<file path="src/rtl/risc_v_mike_lsu.sv">
// risc_v_mike_lsu
// Load/store unit sitting after the ALU. Accepts one memory op at a time from
// EX, runs a request/grant/response transaction on the data-memory port and
// returns exactly one response (data or error) to writeback.
//
// Ports
//   clk, rst            : clock, synchronous active-high reset
//   lsu_req_*           : valid/ready request from EX (we, funct3, addr, wdata, rd)
//   mem_req/we/addr/be/wdata : memory request, held stable until grant or timeout
//   mem_gnt             : memory accepted the request this cycle
//   mem_rvalid/rdata    : load data return (only honoured in WAIT)
//   lsu_rsp_*           : one-cycle response pulse with data, rd, err, byte address
//   lsu_busy            : high whenever the unit is not idle (pipeline hold)
module risc_v_mike_lsu #(
  parameter int TIMEOUT_CYC = 15,
  localparam int DATA_32_W = 32
) (
  input  logic                 clk,
  input  logic                 rst,
  input  logic                 lsu_req_valid,
  output logic                 lsu_req_ready,
  input  logic                 lsu_we,
  input  logic [2:0]           lsu_funct3,
  input  logic [DATA_32_W-1:0] lsu_addr,
  input  logic [DATA_32_W-1:0] lsu_wdata,
  input  logic [4:0]           lsu_rd,
  output logic                 mem_req,
  output logic                 mem_we,
  output logic [DATA_32_W-1:0] mem_addr,
  output logic [3:0]           mem_be,
  output logic [DATA_32_W-1:0] mem_wdata,
  input  logic                 mem_gnt,
  input  logic                 mem_rvalid,
  input  logic [DATA_32_W-1:0] mem_rdata,
  output logic                 lsu_rsp_valid,
  output logic [DATA_32_W-1:0] lsu_rsp_rdata,
  output logic [4:0]           lsu_rsp_rd,
  output logic                 lsu_rsp_err,
  output logic [DATA_32_W-1:0] lsu_rsp_addr,
  output logic                 lsu_busy
);

  localparam logic [1:0] S_IDLE = 2'd0;
  localparam logic [1:0] S_REQ  = 2'd1;
  localparam logic [1:0] S_WAIT = 2'd2;
  localparam logic [1:0] S_RESP = 2'd3;

  // Counter value of the last cycle allowed in REQ+WAIT before aborting.
  localparam logic [7:0] CNT_LAST = 8'(TIMEOUT_CYC - 1);

  logic [1:0]           state;
  logic                 we_q;
  logic [2:0]           funct3_q;
  logic [DATA_32_W-1:0] addr_q;
  logic [DATA_32_W-1:0] wdata_q;
  logic [4:0]           rd_q;
  logic [7:0]           cnt_q;
  logic [DATA_32_W-1:0] rsp_rdata_q;
  logic                 rsp_err_q;

  logic                 req_illegal;
  logic                 timeout_hit;
  logic                 in_req;
  logic [3:0]           lane_be;
  logic [DATA_32_W-1:0] lane_wdata;
  logic [DATA_32_W-1:0] shifted;
  logic [DATA_32_W-1:0] load_ext;

  // Decode whether an incoming request can never reach memory: reserved
  // widths, unsigned stores, and halfword/word accesses off their natural
  // alignment. Such requests are answered with an error straight from IDLE.
  always_comb begin
    req_illegal = 1'b0;
    case (lsu_funct3)
      3'b000:  req_illegal = 1'b0;
      3'b001:  req_illegal = lsu_addr[0];
      3'b010:  req_illegal = |lsu_addr[1:0];
      3'b100:  req_illegal = lsu_we;
      3'b101:  req_illegal = lsu_we | lsu_addr[0];
      default: req_illegal = 1'b1;
    endcase
  end

  // Store byte lanes: narrow data is replicated across the word so the
  // memory only has to honour the byte enables.
  always_comb begin
    lane_be    = 4'b1111;
    lane_wdata = wdata_q;
    case (funct3_q[1:0])
      2'b00: begin
        lane_be    = 4'b0001 << addr_q[1:0];
        lane_wdata = {4{wdata_q[7:0]}};
      end
      2'b01: begin
        lane_be    = 4'b0011 << {addr_q[1], 1'b0};
        lane_wdata = {2{wdata_q[15:0]}};
      end
      default: begin
        lane_be    = 4'b1111;
        lane_wdata = wdata_q;
      end
    endcase
  end

  // Load extraction: bring the addressed byte/halfword down to bit 0, then
  // sign- or zero-extend according to the latched width.
  always_comb begin
    shifted  = mem_rdata >> {addr_q[1:0], 3'b000};
    load_ext = shifted;
    case (funct3_q)
      3'b000:  load_ext = {{24{shifted[7]}}, shifted[7:0]};
      3'b100:  load_ext = {24'b0, shifted[7:0]};
      3'b001:  load_ext = {{16{shifted[15]}}, shifted[15:0]};
      3'b101:  load_ext = {16'b0, shifted[15:0]};
      default: load_ext = shifted;
    endcase
  end

  assign in_req      = (state == S_REQ);
  assign timeout_hit = (cnt_q == CNT_LAST);

  // Memory-side fields are forced to zero outside REQ so nothing stale leaks.
  assign mem_req   = in_req;
  assign mem_we    = in_req & we_q;
  assign mem_addr  = in_req ? {addr_q[31:2], 2'b00} : '0;
  assign mem_be    = in_req ? lane_be : 4'b0000;
  assign mem_wdata = in_req ? lane_wdata : '0;

  assign lsu_req_ready = (state == S_IDLE);
  assign lsu_busy      = (state != S_IDLE);
  assign lsu_rsp_valid = (state == S_RESP);
  assign lsu_rsp_rdata = rsp_rdata_q;
  assign lsu_rsp_err   = rsp_err_q;
  assign lsu_rsp_rd    = rd_q;
  assign lsu_rsp_addr  = addr_q;

  // Transaction FSM. The watchdog counts every REQ/WAIT cycle; a grant or
  // rvalid in the final allowed cycle still completes normally because the
  // completion branch is checked before the timeout branch.
  always_ff @(posedge clk) begin
    if (rst) begin
      state       <= S_IDLE;
      we_q        <= 1'b0;
      funct3_q    <= 3'b000;
      addr_q      <= '0;
      wdata_q     <= '0;
      rd_q        <= 5'd0;
      cnt_q       <= 8'd0;
      rsp_rdata_q <= '0;
      rsp_err_q   <= 1'b0;
    end else begin
      case (state)
        S_IDLE: begin
          if (lsu_req_valid) begin
            we_q        <= lsu_we;
            funct3_q    <= lsu_funct3;
            addr_q      <= lsu_addr;
            wdata_q     <= lsu_wdata;
            rd_q        <= lsu_rd;
            cnt_q       <= 8'd0;
            rsp_rdata_q <= '0;
            rsp_err_q   <= req_illegal;
            state       <= req_illegal ? S_RESP : S_REQ;
          end
        end
        S_REQ: begin
          cnt_q <= cnt_q + 8'd1;
          if (mem_gnt) begin
            state <= we_q ? S_RESP : S_WAIT;
          end else if (timeout_hit) begin
            rsp_err_q <= 1'b1;
            state     <= S_RESP;
          end
        end
        S_WAIT: begin
          cnt_q <= cnt_q + 8'd1;
          if (mem_rvalid) begin
            rsp_rdata_q <= load_ext;
            state       <= S_RESP;
          end else if (timeout_hit) begin
            rsp_err_q <= 1'b1;
            state     <= S_RESP;
          end
        end
        default: begin
          state <= S_IDLE;
        end
      endcase
    end
  end

endmodule

</file>
<file path="config.mk">
export PLATFORM = sky130hd
export DESIGN_NAME = risc_v_mike_lsu
export DESIGN_NICKNAME = d
export VERILOG_FILES = /design/src/rtl/risc_v_mike_lsu.sv
export SDC_FILE = /design/constraint.sdc
export NUM_CORES = 1
export LEC_CHECK = 0
export ABC_AREA = 1
export CAP_MARGIN = 20
export CORE_MARGIN = 4
export CORE_UTILIZATION = 42
export CTS_CLUSTER_SIZE = 24
export DETAILED_ROUTE_END_ITERATION = 10
export PLACE_DENSITY = 0.81
export SYNTH_ARGS = -nofsm -noshare
export SYNTH_HDL_FRONTEND = slang
export SYNTH_SLANG_ARGS = --single-unit
</file>
<file path="constraint.sdc">
create_clock -name clk -period 2.2 [get_ports clk]
set_input_delay 0.22 -clock clk [delete_from_list [all_inputs] [get_ports clk]]
set_output_delay 0.22 -clock clk [all_outputs]
set_load 0.02 [all_outputs]
</file>
==> impl_metrics.toml, run 1 <==
[global_routing]
grt_pass1_wl_mm = 30.6
grt_overflow = 0
grt_pass1_vias = 6118
grt_max_degree = 76
antenna_found_initial = 0
grt_use_total_pct = 25.5

[yosys]
ys_types = 32
synthArstFlopShare_pct = 0
yosysSeqAreaShare_pct = 41.0
ys_warn_count = 0
yosysTopAreaCell = "dfxtp_1"
yosys_most_used_dff = "dfxtp_1"
synth_cells = 884
synth_area_mm2 = 0.00566
yosys-top-cells-area = "dfxtp_1, nand2_1, nor2_1, o21ai_0, a21oi_1"
syn_avg_cell_area_um2 = 6.41
ys_seq_elements = 116
synth_top_area_share_pct = 41.0
synth_edf_count = 0

[clocking]
cts_buffers = 17
cts-root-buf = "clkbuf_16"
clk_pin_slew_ps = 50
h-tree-depth = 4
cts_tree = "yes"
insertion_delay_ps = 410
clk_path_buf_depth = 2
hold_buffers = 0
cts_sinks = 116

[sta]
fmax_mhz = 478
layout_min_cycle_time_ps = 2090
setup_viol = 0
timing.final.crit_share_pct = 95.1
tightest_slew_ps = 504
drv_slew = 0
clock-skew-final_ps = 7.08
rsz0062_at_grt = "no"
fin_setup_tns_ps = 0
finalHoldViolCount = 0
timing.slew.headroom_pct = 66.3

[cells_and_area]
mostFrequentLayoutCells = "nand2_1, nor2_1, clkdlybuf4s50_1, dfxtp_1, o21ai_0"
final_nets = 1236
fillers = 1238
finish.utilization_pct = 66.1
multi_input_area_mm2 = 0.00288
drive_gt1_share_pct = 8.03
mostFrequentLayoutCell = "nand2_1"
area_growth_syn_to_layout_pct = 54.5
area.sequential_mm2 = 0.00232
antenna_cells = 0

[flow_run]
maxCapViolCount = 0

[route]
wl_per_cell_um = 15.3
dr_total_vias = 6562
drtIter0Drc = 609
ant_nets = 0
drt_wl_total_mm = 20.1
drc_errors = 0
via_per_inst = 5.01
drt-pass1-iter-count = 7

[critical_path]
startpoint = "state[0]"
rr_startpoint = "state[0]"
cp-start-kind = "flop"
slowest_delay_ps = 670
required_ps = 1980
crit_type = "reg -> out"
path_buf_inv = 2
critPathCaptureType = "output pin"
cp_slowest_cell = "clkdlybuf4s50_1"
crit_family = "buffers and inverters"
crit_arrival_ps = 1870
crit_fanout = 5
cp_cell_sequence = "inv_1, ha_1, clkdlybuf4s50_1"

[floorplanning]
io_pins = 253
die_w_um = 124
start_util_pct = 42.8
rows = 42
core_area_mm2 = 0.0132
die_h_um = 124
die_area_mm2 = 0.0154

[place]
dp_hpwl_mm = 14.7
gp_congestion = 0.974
io_buffers = 250

[power_and_ir_drop]
vdd.ir_drop.worst_mv = 0.614
p_per_area_mw_per_mm2 = 1200
p_leak_nw = 4.14

[min_path]
hold_start = "lsu_addr[5]"
min_path_type = "in -> reg"

[status]
outcome = "finished clean"
[cells by family after synthesis]
group	synth area share [%]
flip-flops	41.0
buffers and inverters	8.35
AND/OR/NAND/NOR	32.3
AO/OA/AOI/OAI	17.0
adder cells (fa/ha/maj)	1.33
other	0.0662
[final timing paths]
kind | slack (ps) | cells after the start | to
min reg2reg | 460 | 2 | lsu_rsp_rdata[7]
max | 110 | 3 | lsu_req_ready
max reg2reg | 220 | 10 | cnt_q[6]
min | 430 | 3 | lsu_rsp_addr[5]
[timing repair]
| item | CTS | global route |
|---|---|---|
| buffers inserted | 0 | 0 |
| gates resized for setup | 73 | 47 |
| setup endpoints to repair | 69 | 25 |
[metrics by stage]
stage | instances | setup slack (ps) | instance area [um2] | hold slack, ps | power, mW
after floorplan | 885 | 296 | 5670 | 369 | 6.04
final | 1309 | 109 | 8750 | 431 | 10.5
after CTS | 1309 | 6.10 | 8830 | 408 | 10.6
after detailed placement | 1277 | 137 | 8370 | 456 | 8.26
after global placement | 1277 | 143 | 8370 | 448 | 8.18
after global routing | 1309 | 1.81 | 8750 | 420 | 11.2
[final cells by class]
class,instances,share of cell area (%)
flip-flops and latches,116,26.5
inverters,63,2.75
repair buffers,272,29.2
clock inverters,10,0.658
clock buffers,22,5.42
well taps,176,2.52
multi-input cells,650,32.9
[synth_stat cells, drive strengths merged, types with 2 or more instances]
cell,n
buf,10
nor3,3
nand2,222
inv,63
a21oi,62
o22ai,8
clkbuf,46
ha,6
dfxtp,116
a22oi,7
o21bai,2
nand3,25
nor2,209
o21ai,97
[flip-flops by register name, summed over array words and instances, names as in the netlist]
register       cells
cnt_q              8
funct3_q           3
lsu_rsp_addr      32
lsu_rsp_err        1
lsu_rsp_rd         5
lsu_rsp_rdata     32
state              2
wdata_q           32
we_q               1
[worst reg2reg max path, cell delays in order, from the launching register on]
cell and delay (ps):
dfxtp_1 400, inv_1 110, ha_1 310, inv_2 170, o21bai_1 190, o21ai_2 300
inv_1 110, nand2_1 110, nand2_1 50, o21ai_1 60, inv_1 50
[routing by layer]
layer / global-route usage, % / part of all wire [%]
met3: 9.13 / 9.9
met1: 29.7 / 40
met2: 42.2 / 47
met4: 11.6 / 3.3
met5: 0 / 0
[power by group]
| part | internal [mW] | switching, mW |
|---|---|---|
| clock network | 1.51 | 0.948 |
| logic | 1.90 | 3.16 |
| registers | 2.60 | 0.387 |
| total | 6.01 | 4.49 |
Power figures use the tool's default switching activity.
==> inputs of run 2 (changes only) <==
- SKIP_LAST_GASP: unset -> 1
==> impl_metrics.toml, run 2 (same netlist as run 1, synthesis figures left out) <==
[floorplanning]
io_pins = 253
die_w_um = 124
die_h_um = 124
die_area_mm2 = 0.0154
core_area_mm2 = 0.0132
start_util_pct = 42.8
rows = 42

[cells_and_area]
area_growth_syn_to_layout_pct = 54.9
fillers = 1226
mostFrequentLayoutCells = "nand2_1, nor2_1, clkdlybuf4s50_1, dfxtp_1, o21ai_0"
mostFrequentLayoutCell = "nand2_1"
stdcell_area_mm2 = 0.00877
finish.utilization_pct = 66.2
final_nets = 1236
drive_gt1_share_pct = 8.03
antenna_cells = 0

[power_and_ir_drop]
vdd.ir_drop.worst_mv = 0.612
p_leak_nw = 4.22
p_total_mw = 10.5
p_per_area_mw_per_mm2 = 1200

[route]
drt_wl_total_mm = 20.1
wl_per_cell_um = 15.3
drc_errors = 0
drt-pass1-iter-count = 8
ant_nets = 0
drtIter0Drc = 591
via_per_inst = 5.05
dr_total_vias = 6609

[sta]
finalHoldViolCount = 0
timing.final.crit_share_pct = 95.2
layout_min_cycle_time_ps = 2090
timing.slew.headroom_pct = 66.3
rsz0062_at_grt = "no"
holdWs_ps = 431
clock-skew-final_ps = 7.86
fmax_mhz = 477
setup_viol = 0
drv_slew = 0
tightest_slew_ps = 505

[critical_path]
crit_type = "reg -> out"
crit_fanout = 5
rr_startpoint = "state[0]"
startpoint = "state[0]"
reg2regPathDepth = 10
required_ps = 1980
cp-start-kind = "flop"
critPathCaptureType = "output pin"
crit_end = "lsu_req_ready"
crit_arrival_ps = 1870
regToRegSetupSlack_ps = 220
r2r-end = "cnt_q[6]"

[place]
placed_cell_area_mm2 = 0.00837
gp_congestion = 0.974
io_buffers = 250
dp_hpwl_mm = 14.7

[clocking]
insertion_delay_ps = 410
h-tree-depth = 4
cts-root-buf = "clkbuf_16"
cts_tree = "yes"
cts_buffers = 17
clk_pin_slew_ps = 50
clk_path_buf_depth = 2
cts_sinks = 116
hold_buffers = 0

[global_routing]
antenna_found_initial = 0
grt_use_total_pct = 25.6
grt_max_degree = 76
grt_pass1_vias = 6124
grt_overflow = 0
grt_pass1_wl_mm = 30.6

[flow_run]
maxCapViolCount = 0

[min_path]
min_path_type = "in -> reg"

[status]
outcome = "finished clean"
run 2: changes by cell type in the layout (fill, tap and decap cells not counted), sizes merged:
cell	delta
dlygate4sd2	-6
dlymetal6s2s	+6
run 2: metal layers:
metal / track usage, % / share of wire, % / vias up
met3: 9.13 / 10 / 53
met4: 11.6 / 3.3 / 0
met1: 29.7 / 39 / 2966
met2: 42.2 / 47 / 329
li1: - / - / 3261
met5: 0 / 0 / -
run 2: stage by stage:
step | setup TNS, ps | worst slack (ps) | cells
floorplan | 0 | 296 | 885
global placement | 0 | 143 | 1277
detailed placement | 0 | 137 | 1277
CTS | -427 | -69.1 | 1309
global route | 0 | 1.73 | 1309
finish | 0 | 106 | 1309
run 2: power by group:
part | internal [mW] | total, mW | switching, mW
combinational | 1.91 | 5.06 | 3.16
clock | 1.51 | 2.46 | 0.947
sequential | 2.60 | 2.99 | 0.389
total | 6.02 | 10.5 | 4.49
run 2: worst min path at each step:
stage                                  from           endpoint  slack (ps)  cells past startpoint
final                          lsu_addr[18]   lsu_rsp_addr[18]         430                      3
after global routing            lsu_addr[5]    lsu_rsp_addr[5]         420                      3
after CTS                     lsu_funct3[0]        funct3_q[0]         410                      3
after detailed placement  lsu_rsp_rdata[12]  lsu_rsp_rdata[12]         460                      2
after global placement     lsu_rsp_rdata[7]   lsu_rsp_rdata[7]         450                      2
after floorplan               lsu_funct3[0]        funct3_q[0]         370                      2
run 2: area by class of cell:
| cell class | count | area (um2) | area share [%] |
|---|---|---|---|
| Clock buffer | 22 | 474 | 5.41 |
| Clock inverter | 10 | 57.6 | 0.656 |
| Inverter | 63 | 240 | 2.74 |
| Multi-Input combinational cell | 650 | 2880 | 32.8 |
| Sequential cell | 116 | 2320 | 26.5 |
| Tap cell | 176 | 220 | 2.51 |
| Timing Repair Buffer | 272 | 2580 | 29.4 |
run 2: what timing repair did:
action / in CTS / in global routing
pin swaps: 0 / 0
setup endpoints to repair: 69 / 31
setup buffers: 0 / 0
gates resized for setup: 65 / 55
run 2: worst max-delay path, stage by stage, from the launching register on:
cell,delay (ps)
dfxtp_1,350
inv_1,130
ha_1,330
clkdlybuf4s50_1,670
==> inputs of run 3 (changes only) <==
- CORE_UTILIZATION: 42 -> 45
- DONT_BUFFER_PORTS: unset -> 1
- PLACE_DENSITY: 0.81 -> unset
==> impl_metrics.toml, run 3 (same netlist as run 1, synthesis figures left out) <==
[floorplanning]
die_area_mm2 = 0.0144
io_pins = 253
core_area_mm2 = 0.0122
start_util_pct = 46.6
die_w_um = 120
die_h_um = 120
rows = 40

[cells_and_area]
drive_gt1_share_pct = 8.52
mostFrequentLayoutCell = "nand2_1"
finish.utilization_pct = 59.4
area_growth_syn_to_layout_pct = 27.6
mostFrequentLayoutCells = "nand2_1, nor2_1, dfxtp_1, o21ai_0, dlygate4sd3_1"
fillers = 1163
stdcell_area_mm2 = 0.00723
final_nets = 1066
antenna_cells = 0

[critical_path]
startpoint = "lsu_rsp_addr[1]"
crit_arrival_ps = 1860
crit_type = "reg -> out"
crit_family = "simple AND/OR/NAND/NOR gates"
cp_slowest_cell = "nor2_2"
required_ps = 1980
path_buf_inv = 2
cp_cell_sequence = "buf_4, nor2_2, nor2_1, nor2_1, buf_4"
critPathCaptureType = "output pin"
cp-start-kind = "flop"
slowest_delay_ps = 550
crit_fanout = 16
rr_startpoint = "state[0]"
reg2regPathDepth = 8
r2r-end = "lsu_rsp_rdata[4]"
regToRegSetupSlack_ps = 270

[route]
ant_nets = 0
drt-pass1-iter-count = 5
dr_total_vias = 6096
wl_per_cell_um = 16.5
drt_wl_total_mm = 18.6
via_per_inst = 5.39
drc_errors = 0
drtIter0Drc = 425

[place]
io_buffers = 0
placed_cell_area_mm2 = 0.00593
gp_congestion = 0.908
dp_hpwl_mm = 12.7

[min_path]
holdPathStages = 2
min_path_type = "in -> reg"
holdPathEnd = "wdata_q[31]"
hold_start = "lsu_wdata[31]"

[sta]
finalHoldViolCount = 0
timing.final.crit_share_pct = 94.5
timing.slew.headroom_pct = 56.6
layout_min_cycle_time_ps = 2080
tightest_slew_ps = 650
fin_setup_tns_ps = 0
clock-skew-final_ps = 5.39
drv_slew = 0
rsz0062_at_grt = "no"
setup_viol = 0
fmax_mhz = 481

[global_routing]
grt_pass1_vias = 6036
grt_max_degree = 74
grt_pass1_wl_mm = 29.6
grt_overflow = 0
grt_use_total_pct = 25.6
antenna_found_initial = 0

[power_and_ir_drop]
internal-power_mw = 5.68
switching_power_mw = 4.32
vdd.ir_drop.worst_mv = 0.623
p_per_area_mw_per_mm2 = 1380
comb_power_share_pct = 38.7
p_leak_nw = 3.37
power_frac_seq_pct = 33.4
p_total_mw = 10.0
switching_share_pct = 43.2
p_clk_share_pct = 27.9

[flow_run]
maxCapViolCount = 0

[clocking]
clk_pin_slew_ps = 50
cts_tree = "yes"
cts_sinks = 116
clk_path_buf_depth = 2
insertion_delay_ps = 410
cts_buffers = 17
h-tree-depth = 4
cts-root-buf = "clkbuf_16"

[status]
outcome = "finished clean"
run 3: per-layer routing:
metal,up-vias,global-route usage [%],routed length (um)
met4,0,13.0,697
li1,2925,-,-
met2,313,44.8,8970
met5,-,0,0
met1,2803,27.0,7210
met3,55,9.12,1750
run 3: power groups by stage:
stage	combinational, mW	clock (mW)	sequential (mW)
2_1_floorplan	2.80	0	3.24
3_3_place_gp	3.63	0	3.36
3_5_place_dp	3.71	0	3.37
4_1_cts	3.84	2.83	3.34
5_1_grt	4.31	2.92	3.41
6_report	3.87	2.79	3.34
run 3: how the worst max path moves through the flow:
stage,cells past startpoint,to
5_1_grt,5,mem_wdata[31]
3_3_place_gp,5,mem_wdata[15]
2_1_floorplan,6,mem_wdata[22]
4_1_cts,5,mem_addr[6]
6_report,5,mem_be[1]
3_5_place_dp,5,mem_addr[6]
run 3: cell type report:
type	instances	area [um2]	area share (%)
Multi-Input combinational cell	650	2890	39.9
Sequential cell	116	2320	32.1
Timing Repair Buffer	102	972	13.4
Clock buffer	21	470	6.51
Inverter	63	236	3.27
Tap cell	168	210	2.91
Clock inverter	10	130	1.80
run 3: timing repair:
item | CTS | global route
hold buffers | 67 | 0
pin swaps | 0 | 0
buffers inserted | 0 | 0
resized for setup | 1 | 1
endpoints found under the hold margin | 101 | 0
setup endpoints to repair | 36 | 27
run 3: worst reg2reg max path, delay by kind of cell (launching register included):
kind | cells | cell delay (ps)
adders and majority gates | 1 | 230
buffers and inverters | 2 | 450
DFF | 1 | 440
AOI/OAI and AO/OA | 2 | 290
and+or+nand+nor | 3 | 450
run 3: stage by stage:
| stage | worst slack (ps) | cells | hold slack, ps |
|---|---|---|---|
| 3_5_place_dp | 343 | 1032 | 297 |
| 3_3_place_gp | 387 | 1032 | 294 |
| 6_report | 121 | 1130 | 11.0 |
| 2_1_floorplan | 296 | 885 | 369 |
| 4_1_cts | 82.1 | 1130 | 0.126 |
| 5_1_grt | 31.0 | 1130 | 14.3 |
